--- config.mk ---
export PLATFORM = sky130hd
export DESIGN_NAME = serial_subtractor16_flat
export DESIGN_NICKNAME = d
export VERILOG_FILES = /design/src/rtl/serial_subtractor16_if.sv /design/src/rtl/serial_subtractor16.sv /design/src/flat_wrapper.sv
export SDC_FILE = /design/constraint.sdc
export NUM_CORES = 1
export LEC_CHECK = 0
export BUFFER_PORTS_ARGS = -buffer_cell sky130_fd_sc_hd__buf_2
export CORE_ASPECT_RATIO = 1.25
export CORE_UTILIZATION = 45
export CTS_CLUSTER_DIAMETER = 80
export CTS_CLUSTER_SIZE = 12
export DETAILED_ROUTE_END_ITERATION = 6
export PLACE_DENSITY = 0.66
export SLEW_MARGIN = 20
export SYNTH_ARGS = -nofsm -noshare
export SYNTH_HDL_FRONTEND = slang
export SYNTH_SLANG_ARGS = --single-unit
--- constraint.sdc ---
create_clock -name clk -period 3.25 [get_ports clk]
set_clock_uncertainty 0.1 [all_clocks]
set_input_delay 0.325 -clock clk [delete_from_list [all_inputs] [get_ports clk]]
set_output_delay 0.325 -clock clk [all_outputs]
set_load 0.005 [all_outputs]
--- src/rtl/serial_subtractor16_if.sv ---
// Request/response bundle for the bit-serial subtractor.
// The master drives the operands and start; the slave returns the status and the result.
interface serial_subtractor16_if #(
  parameter int unsigned WIDTH = 16
);
  logic             start;
  logic [WIDTH-1:0] a;
  logic [WIDTH-1:0] b;
  logic             busy;
  logic             done;
  logic [WIDTH-1:0] f;
  logic             ovf;
  logic             borrow;

  modport master (
    output start, a, b,
    input  busy, done, f, ovf, borrow
  );

  modport slave (
    input  start, a, b,
    output busy, done, f, ovf, borrow
  );
endinterface

--- src/rtl/serial_subtractor16.sv ---
// Bit-serial two's-complement subtractor, LSB first, one bit per clock.
// Computes a + ~b + 1 through a single full adder whose carry flop starts at 1.
module serial_subtractor16 #(
  parameter int unsigned WIDTH = 16
) (
  input logic                  clk,
  input logic                  rst_n,
  serial_subtractor16_if.slave bus
);
  localparam int unsigned IW = $clog2(WIDTH);
  localparam int unsigned CW = IW + 1;

  typedef enum logic [1:0] {IDLE, RUN, DONE} state_t;

  state_t           state, state_d;
  logic             busy_q, busy_d;
  logic             done_q, done_d;
  logic             ovf_q, ovf_d;
  logic             borrow_q, borrow_d;
  logic             carry_q, carry_d;
  logic [WIDTH-1:0] f_q, f_d;
  logic [WIDTH-1:0] a_q, a_d;
  logic [WIDTH-1:0] b_q, b_d;
  logic [WIDTH-1:0] sh_q, sh_d;
  logic [CW-1:0]    cnt_q, cnt_d;
  logic             a_bit, nb_bit, sum_bit, carry_nxt, last_bit;

  // Next-state, datapath and registered-output values
  always_comb begin
    state_d   = state;
    done_d    = 1'b0;
    ovf_d     = ovf_q;
    borrow_d  = borrow_q;
    carry_d   = carry_q;
    f_d       = f_q;
    a_d       = a_q;
    b_d       = b_q;
    sh_d      = sh_q;
    cnt_d     = cnt_q;
    a_bit     = a_q[cnt_q[IW-1:0]];
    nb_bit    = ~b_q[cnt_q[IW-1:0]];
    sum_bit   = a_bit ^ nb_bit ^ carry_q;
    carry_nxt = (a_bit & nb_bit) | (a_bit & carry_q) | (nb_bit & carry_q);
    last_bit  = (cnt_q == CW'(WIDTH - 1));

    case (state)
      IDLE, DONE: begin
        if (bus.start) begin
          state_d = RUN;
          a_d     = bus.a;
          b_d     = bus.b;
          cnt_d   = '0;
          carry_d = 1'b1;
        end else begin
          state_d = IDLE;
        end
      end
      RUN: begin
        sh_d    = {sum_bit, sh_q[WIDTH-1:1]};
        carry_d = carry_nxt;
        cnt_d   = cnt_q + CW'(1);
        if (last_bit) begin
          state_d  = DONE;
          done_d   = 1'b1;
          f_d      = sh_d;
          borrow_d = ~carry_nxt;
          ovf_d    = (a_q[WIDTH-1] != b_q[WIDTH-1]) && (sh_d[WIDTH-1] != a_q[WIDTH-1]);
        end
      end
      default: state_d = IDLE;
    endcase

    busy_d = (state_d == RUN);
  end

  // State and datapath registers
  always_ff @(posedge clk or negedge rst_n) begin
    if (!rst_n) begin
      state    <= IDLE;
      busy_q   <= 1'b0;
      done_q   <= 1'b0;
      ovf_q    <= 1'b0;
      borrow_q <= 1'b0;
      carry_q  <= 1'b1;
      f_q      <= '0;
      a_q      <= '0;
      b_q      <= '0;
      sh_q     <= '0;
      cnt_q    <= '0;
    end else begin
      state    <= state_d;
      busy_q   <= busy_d;
      done_q   <= done_d;
      ovf_q    <= ovf_d;
      borrow_q <= borrow_d;
      carry_q  <= carry_d;
      f_q      <= f_d;
      a_q      <= a_d;
      b_q      <= b_d;
      sh_q     <= sh_d;
      cnt_q    <= cnt_d;
    end
  end

  assign bus.busy   = busy_q;
  assign bus.done   = done_q;
  assign bus.f      = f_q;
  assign bus.ovf    = ovf_q;
  assign bus.borrow = borrow_q;
endmodule
--- src/flat_wrapper.sv ---
// flat-port wrapper written by rule: the top's interface ports become plain ports
module serial_subtractor16_flat 
#(
  parameter int unsigned WIDTH = 16
)
  (clk, rst_n, bus_start, bus_a, bus_b, bus_busy, bus_done, bus_f, bus_ovf, bus_borrow);
  serial_subtractor16_if #(.WIDTH(WIDTH)) bus_i ();
  input logic clk;
  input logic rst_n;
  input wire logic [$bits(bus_i.start)-1:0] bus_start;
  input wire logic [$bits(bus_i.a)-1:0] bus_a;
  input wire logic [$bits(bus_i.b)-1:0] bus_b;
  output wire logic [$bits(bus_i.busy)-1:0] bus_busy;
  output wire logic [$bits(bus_i.done)-1:0] bus_done;
  output wire logic [$bits(bus_i.f)-1:0] bus_f;
  output wire logic [$bits(bus_i.ovf)-1:0] bus_ovf;
  output wire logic [$bits(bus_i.borrow)-1:0] bus_borrow;
  assign bus_i.start = bus_start;
  assign bus_i.a = bus_a;
  assign bus_i.b = bus_b;
  assign bus_busy = bus_i.busy;
  assign bus_done = bus_i.done;
  assign bus_f = bus_i.f;
  assign bus_ovf = bus_i.ovf;
  assign bus_borrow = bus_i.borrow;
  serial_subtractor16 #(.WIDTH(WIDTH)) u_core (.clk(clk), .rst_n(rst_n), .bus(bus_i));
endmodule
==> Yosys cells after proc, flatten, opt, wreduce, memory -nomap -nowiden <==
Cells that the tools add are included.
{ "op_classes": {"n_addsub": 1, "order_cmp": 1, "n_eq_ne": 7, "mux": 13, "bitwise": 9, "reduce_logical": 7} }
{ "ops": {"columns": ["cell", "n"], "rows": [
  ["$pmux 5 s2", 1],
  ["$bmux 1 s4", 2],
  ["$mux 1", 6],
  ["$reduce_and 2->1", 3],
  ["$add 5x1->5 const B", 1],
  ["$eq 5x4->1 const B", 1],
  ["$lt 4x5->1 const B", 1],
  ["$mux 5", 1],
  ["$eq 2x1->1 const B", 2],
  ["$pmux 2 s2", 1],
  ["$and 1x1->1", 3],
  ["$eq 2x2->1 const B", 1],
  ["$logic_not 2->1", 1],
  ["$mux 2", 1],
  ["$ne 1x1->1", 2],
  ["$ne 2x2->1 const B", 1],
  ["$not 1->1", 2],
  ["$or 1x1->1", 2],
  ["$pmux 1 s2", 1],
  ["$reduce_bool 2->1", 1],
  ["$reduce_or 2->1", 1],
  ["$xor 1x1->1", 2],
  ["$logic_and 1x1->1", 1]
]} }
{ "totals": {"reg_bits": 76, "output_inout_bits": 20, "wordCells": 49} }

==> Depth between registers and ports, before layout <==
Gate-level depths: netlist (run 1).
{ "logic_depth": {"word_depth": 7, "ltp_mapped": 8} }

==> Worst setup path after synthesis (run 1) <==
No wires, ideal clock.
{ "synth_timing": {"path_kind": "register to register", "start": "register u_core.cnt_q[0]", "end": "register u_core.ovf_q (netlist: u_core.bus.ovf)", "setup_time_ns": 0.129, "arrival_time_ns": 2.132, "t_required_ns": 3.021, "path_slack_ns": 0.890, "stages_incl_launch_ff": 9, "n_path_buf": 1, "path_cell_list": "dfrtp_1 -> buf_6 -> mux4_1 -> mux2i_1 -> mux2i_1 -> fa_1 -> and3b_1 -> a21oi_1 -> o21ai_0"} }
{ "synth_between": {"elab_chain_len": 7, "elab_cells_between_ends": 11, "classes_between": "eq/ne (2); mux (4); bitwise (3); reduce/logical (2)"} }
{ "synth_lines": {"columns": ["item", "line_no", "rtl"], "rows": [
  ["start, declared", "serial_subtractor16.sv:25", "logic [CW-1:0] cnt_q, cnt_d;"],
  ["start signal, assigned", "serial_subtractor16.sv:101", "cnt_q <= cnt_d;"],
  ["$bmux 1 s4", "serial_subtractor16.sv:41", "nb_bit = ~b_q[cnt_q[IW-1:0]];"],
  ["$mux 1 (not written as such)", "serial_subtractor16.sv:41", null],
  ["$not 1->1", "serial_subtractor16.sv:41", null],
  ["$xor 1x1->1 * (2 in series)", "serial_subtractor16.sv:42", "sum_bit = a_bit ^ nb_bit ^ carry_q;"],
  ["named net u_core.sum_bit", "serial_subtractor16.sv:26", "logic a_bit, nb_bit, sum_bit, carry_nxt, last_bit;"],
  ["$ne 1x1->1 *", "serial_subtractor16.sv:67", "ovf_d = (a_q[WIDTH-1] != b_q[WIDTH-1]) && (sh_d[WIDTH-1] != a_q[WIDTH-1]);"],
  ["$logic_and 1x1->1 *", "serial_subtractor16.sv:67", null],
  ["end signal, assigned", "serial_subtractor16.sv:94", "ovf_q <= ovf_d;"],
  ["end, declared", "serial_subtractor16.sv:18", "logic ovf_q, ovf_d;"]
]} }
The timed path passes the listed nets; every way through them passes the cells marked *. The select of a mux whose other input is x is not followed.
A chain may end at the register's enable or synchronous reset.

==> Worst setup path in the final report (run 1) <==
Ends and elaborated chain as after synthesis.

==> results of run 1 <==
## state kept, by name, summed over array words and instances, names as in the netlist
register           cells
u_core.a_q            16
u_core.b_q            16
u_core.bus.borrow      1
u_core.bus.busy        1
u_core.bus.done        1
u_core.bus.f          16
u_core.bus.ovf         1
u_core.carry_q         1
u_core.cnt_q           5
u_core.sh_q           15
u_core.state           2
## routing by layer
metal / share of wire [%] / routed length [µm] / GRT usage [%] / vias to the layer above
met4: 2.1 / 117 / 8.962 / 0
met5: 0 / 0 / 0 / -
met1: 45 / 2509 / 21.44 / 1028
met2: 49 / 2759 / 30.13 / 51
met3: 3.5 / 197 / 3.128 / 8
li1: - / - / - / 1069
## worst paths after layout
path / start / to / slack, ns
worst max-delay path: u_core.cnt_q[0]$_DFFE_PN0P_ / u_core.bus.ovf$_DFFE_PN0P_ / 0.60
worst min register to register: u_core.a_q[14]$_DFFE_PN0P_ / u_core.a_q[14]$_DFFE_PN0P_ / 0.38
max in group asynchronous: rst_n / u_core.cnt_q[0]$_DFFE_PN0P_ / 2.45
worst min-delay path: rst_n / u_core.bus.f[12]$_DFFE_PN0P_ / 0.02
worst max register to register: u_core.cnt_q[0]$_DFFE_PN0P_ / u_core.bus.ovf$_DFFE_PN0P_ / 0.60
min in group clk: bus_b[14] / u_core.b_q[14]$_DFFE_PN0P_ / 0.07
## cell usage after synthesis
master | n | area [µm²]
a21oi_1 | 1 | 5.000
a22o_1 | 1 | 8.760
and3_1 | 1 | 6.260
and3b_1 | 1 | 8.760
buf_2 | 6 | 30.03
buf_6 | 1 | 11.26
clkbuf_1 | 10 | 37.54
dfrtp_1 | 74 | 1852
dfstp_2 | 1 | 26.28
fa_1 | 1 | 20.02
ha_1 | 2 | 25.02
inv_1 | 3 | 11.26
mux2_2 | 18 | 202.7
mux2i_1 | 7 | 70.07
mux4_1 | 8 | 210.2
nand2_1 | 145 | 544.3
nand2b_1 | 2 | 12.51
nand3_1 | 1 | 5.000
nand3b_1 | 1 | 7.510
nand4_1 | 1 | 6.260
nor2_1 | 4 | 15.01
nor2b_1 | 2 | 12.51
nor3_1 | 1 | 5.000
o21ai_0 | 5 | 25.02
o2bb2ai_1 | 1 | 8.760
## logic make-up after synthesis
logic type	Yosys count	share of synthesized area [%]
AOI/OAI and AO/OA	8	1.501
adders and majority gates	3	1.422
buffers and inverters	20	2.845
DFF	75	59.30
muxes	33	15.25
and+or+nand+nor	159	19.68
## power by group through the flow
stage	Sequential [mW]	Combinational [mW]	Clock [mW]
finish	1.71	1.29	0.594
global route	1.76	1.49	0.657
CTS	1.71	1.32	0.618
detailed placement	1.73	1.32	0
global placement	1.71	1.26	0
floorplan	1.60	1.03	0
## stage by stage
stage | util, % | cells | area (µm²)
6_report | 54.77 | 442 | 3664
3_3_place_gp | 52.36 | 426 | 3502
3_5_place_dp | 52.36 | 426 | 3502
5_1_grt | 54.77 | 442 | 3664
4_1_cts | 54.77 | 442 | 3664
2_1_floorplan | - | 298 | 3167
## critical path: stages (launching register included)
cell	delay (ns)
dfrtp_1	0.64
mux4_1	0.61
mux2i_1	0.15
mux2i_1	0.12
fa_1	0.52
and3b_1	0.21
a21oi_1	0.11
o21ai_0	0.08
## area by class of cell
cell class	count	area, µm²
inverters	3	11.26
multi-input cells	203	1201
clock buffers	11	131.4
flip-flops and latches	75	1878
fillers	621	3025
well taps	87	108.9
repair buffers	58	302.8
clock inverters	5	30.03
==> results.txt, run 1 <==
Critical Path End Type - register
Commonest non-fill, non-tap cell in the layout - nand2_1
Number of buffers added on ports - 54
Gr ovfl total - 0
Die extent in x - 77.03 µm
RSZ-0062 raised after global routing - false
Core ar. - 6689 µm²
Leakage - 1.946 nW
Share of layout cells above drive strength 1 - 25.92%
Fmax - 376.7 MHz
Nets - 388
Clock buffer depth - 2
CTS tree - built
Net Switching - 1.265 mW
CP Class - register to register
Largest net degree at the start of global routing - 76
Post-Syn Nets - 336
Number of top-level pins - 55
Seq/Total Area, Yosys - 59.30%
Sw Share - 35.24%
Worst EP arrival - 2.77 ns
Clock share of power - 16.5%
CTS resizes - 0
Relative slew margins - 39.96%
Routed Antenna Nets - 0
Depth of the CTS H-tree - 3
Die area - 7379 µm²
Post-CTS setup repair buffer count - 0
CTS buffer count - 9
Area Overhead vs Synth - 15.69%
Synthesized instance count - 298
Synth Area per Inst - 10.63 µm²
Slew @ Worst Pin - 0.9007 ns
Post-route minimum period - 2.655 ns
Clock latency on the worst-skew pair - 0.34 ns
Num rows - 33
Sequential power share - 47.5%
WL final - 5.584 mm
Startpoint Class - register
Final setup vio count - 0
Vias - 2,156
Placer Congestion - 0.7543
Starting Density - 47.34%
Clk slew on worst S/H paths - 0.08 ns
Post-synthesis register bit count - 75
Drt drc - 0
Netlist cell types - 25
# hold bufs at CTS - 0
Overall Global Routing Usage - 17.54%
Diodes inserted - 0
Comb power frac - 35.9%
CTS Root Cell - clkbuf_8
PnR Total Power - 3.590 mW
DRT Pass-1 Iters - 4
Max cap viols - 0
Worst hold path type - input port to async pin
Final Hold Viols - 0
DR vias/cell - 4.878
R2R cell count - 7
DR WL/cell - 12.63 µm
Cell Pwr Density - 980.1 nW/µm²
Final Worst Setup Slack - 0.5951 ns
Initial antenna violation count - 0
Status - finished clean
HPWL after DPL - 3.837 mm
Fin Setup TNS - 0 ns
Global-route wire length before repair - 9.791 mm
Iter 0 DRT Violations - 91
Power Internal - 2.325 mW
Critical path data required time - 3.36 ns
Yosys warns - 0
Slew Viols, Final - 0
DP Worst Slack - 0.5602 ns
CTS Sinks - 75
Post-synthesis cell area - 3167 µm²
Vias in the first global route - 2,150
IR drop worst, VDD - 0.4381 mV
Most frequent cells in the layout - nand2_1, dfrtp_1, buf_2
Final hold slack - 0.01650 ns
Die Ht - 95.79 µm
Crit share post-route - 81.69%
Crit-path max FO - 12
(Power assumes the default switching activity.)
==> run 2: changes to the inputs <==
clock period = 2.7 ns   (was 3.25 ns; I/O delays follow)
==> run 2 against run 1 <==
Net effect: routed wire length is 0.21% higher; global-route usage decreased by 0.23 points; sequential power rose by 18%; clock power up 22%; setup slack worse by 0.32 ns; final cell count rose by 1.4%; highest routed layer unchanged.
==> results.txt, run 2 (same netlist as run 1, synthesis figures left out) <==
CTS buffer count - 9 (unchanged)
Vias in the first global route - 2,175 (+1.2%)
Slowest stage delay, CP - 0.54 ns (-0.10 ns)
Placer Congestion - 0.7161 (-5.1%)
Clock share of power - 16.5% (about the same)
Commonest non-fill, non-tap cell in the layout - nand2_1
WL final - 5.596 mm (+0.21%)
CTS Sinks - 75 (unchanged)
Slowest-stage cell, CP - mux4_1
Largest net degree at the start of global routing - 76 (unchanged)
Placed instance area - 3532 µm² (+0.86%)
HPWL after DPL - 3.905 mm (+1.8%)
PnR Total Power - 4.370 mW (+22%)
IR drop worst, VDD - 0.5490 mV (+25%)
Routed Antenna Nets - 0 (unchanged)
Post-Layout Cell Count - 448 (+1.4%)
WHS Endpoint - u_core.a_q[10]$_DFFE_PN0P_
Vias - 2,158 (+0.093%)
Max cap viols - 0 (unchanged)
Num rows - 33 (unchanged)
DR WL/cell - 12.49 µm (-1.1%)
Post-Layout Inst Area - 3714 µm² (+1.4%)
Overall Global Routing Usage - 17.31% (-0.23 points)
Diodes inserted - 0 (unchanged)
Global-route wire length before repair - 9.846 mm (+0.56%)
Reg2Reg Launch Point - u_core.cnt_q[0]$_DFFE_PN0P_
Nets - 394 (+1.5%)
CP most frequent cell - mux2i_1
CTS resizes - 0 (unchanged)
CTS tree - built
Worst EP arrival - 2.55 ns (-0.22 ns)
Initial antenna violation count - 0 (unchanged)
Starting Density - 47.34% (unchanged)
Critical path data required time - 2.82 ns (-0.54 ns)
Clock buffer depth - 2 (unchanged)
Hold path depth - 3
RSZ-0062 raised after global routing - false
Sequential power share - 46.3% (-1.2 points)
CP Class - register to register
Depth of the CTS H-tree - 3 (unchanged)
Area Overhead vs Synth - 17.27%
Core ar. - 6689 µm² (unchanged)
Sw Share - 35.15% (-0.087 points)
Clk slew on worst S/H paths - 0.07 ns (about the same)
Die area - 7379 µm² (unchanged)
Filler cells - 629 (+1.3%)
Number of top-level pins - 55 (unchanged)
Critical Path End Type - register
Net Switching - 1.536 mW (+21%)
Crit-path max FO - 6 (-6)
Share of layout cells above drive strength 1 - 26.59% (+0.68 points)
Iter 0 DRT Violations - 136 (+49%)
Final setup vio count - 0 (unchanged)
DR vias/cell - 4.817 (-1.2%)
DRT Pass-1 Iters - 4 (unchanged)
Startpoint Class - register
Buf/Inv on CP - 1 (+1)
Cell Pwr Density - 1177 nW/µm² (+20%)
Number of buffers added on ports - 54 (unchanged)
Delay-heaviest family, CP - multiplexers
Crit path cell chain - buf_4 > mux4_1 > mux2i_1 > mux2i_1 > fa_1 > and3b_1 > a21oi_1 > o21ai_0
Clock latency on the worst-skew pair - 0.33 ns (about the same)
Relative slew margins - 39.57% (-0.39 points)
Post-route minimum period - 2.427 ns (-0.2281 ns)
Worst hold path type - input port to register
Slew @ Worst Pin - 0.9064 ns (+0.005781 ns)
Fin Setup TNS - 0 ns (unchanged)
Reg area - 1878 µm² (unchanged)
Most frequent cells in the layout - nand2_1, dfrtp_1, buf_2
Comb power frac - 37.1% (+1.2 points)
Leakage - 1.973 nW (+1.4%)
Hold path start - bus_a[10]
Fmax - 412.1 MHz (+9.4%)
Die extent in x - 77.03 µm (unchanged)
R2R cell count - 8 (+1)
Gr ovfl total - 0 (unchanged)
Placed insts - 430 (+0.94%)
Slew Viols, Final - 0 (unchanged)
Die Ht - 95.79 µm (unchanged)
Status - finished clean
R2r endpoint - u_core.bus.ovf$_DFFE_PN0P_
Power Internal - 2.834 mW (+22%)
R2r setup slk - 0.27 ns (-0.32 ns)
Multi-input logic area - 1201 µm² (unchanged)
Final Hold Viols - 0 (unchanged)
Crit share post-route - 89.88% (+8.2 points)
Drt drc - 0 (unchanged)
CTS Root Cell - clkbuf_8
## run 2: metal layers
layer	part of all wire (%)	wire length [µm]	global-route usage (%)
met3	3.6	199	3.886
met2	50	2821	29.69
met4	0.86	48	6.604
met5	0	0	0
met1	45	2526	21.55
## run 2: final cells by class
cell class                      instances  area share, %
Clock buffer                           11          3.538
Clock inverter                          5         0.8086
Inverter                                3         0.3032
Multi-Input combinational cell        203          32.34
Sequential cell                        75          50.57
Tap cell                               87          2.931
Timing Repair Buffer                   64          9.501
## run 2: per-stage QoR
stage	hold slack (ns)	worst slack, ns	util [%]
floorplan	-0.1256	0.3399	-
global placement	0.3560	0.2941	52.81
detailed placement	0.3549	0.2650	52.81
CTS	0.003697	0.2552	55.52
global route	0.01333	0.1080	55.52
finish	0.01914	0.2732	55.52
## run 2: worst max-delay path by stage
| stage | startpoint | endpoint | cells past startpoint |
|---|---|---|---|
| floorplan | u_core.cnt_q[0]$_DFFE_PN0P_ | u_core.bus.ovf$_DFFE_PN0P_ | 8 |
| global placement | u_core.cnt_q[0]$_DFFE_PN0P_ | u_core.bus.ovf$_DFFE_PN0P_ | 8 |
| detailed placement | u_core.cnt_q[0]$_DFFE_PN0P_ | u_core.bus.ovf$_DFFE_PN0P_ | 8 |
| CTS | u_core.cnt_q[0]$_DFFE_PN0P_ | u_core.bus.ovf$_DFFE_PN0P_ | 8 |
| global route | u_core.cnt_q[0]$_DFFE_PN0P_ | u_core.bus.ovf$_DFFE_PN0P_ | 8 |
| finish | u_core.cnt_q[0]$_DFFE_PN0P_ | u_core.bus.ovf$_DFFE_PN0P_ | 8 |
## run 2: power by group through the flow
stage	Clock (mW)	Combinational, mW	Sequential, mW
2_1_floorplan	0	1.24	1.93
3_3_place_gp	0	1.59	2.03
3_5_place_dp	0	1.66	2.06
4_1_cts	0.756	1.66	2.03
5_1_grt	0.790	1.87	2.10
6_report	0.722	1.62	2.02
## run 2: repair_timing
action / 4_1_cts / 5_1_grt
hold endpoints to repair: 34 / 0
hold buffers: 2 / 0
setup buffers: 0 / 0
## run 2: tightest hold or removal path, stage by stage
cell     delay, ns
buf_2         0.07
nand2_1       0.04
nand2_1       0.04
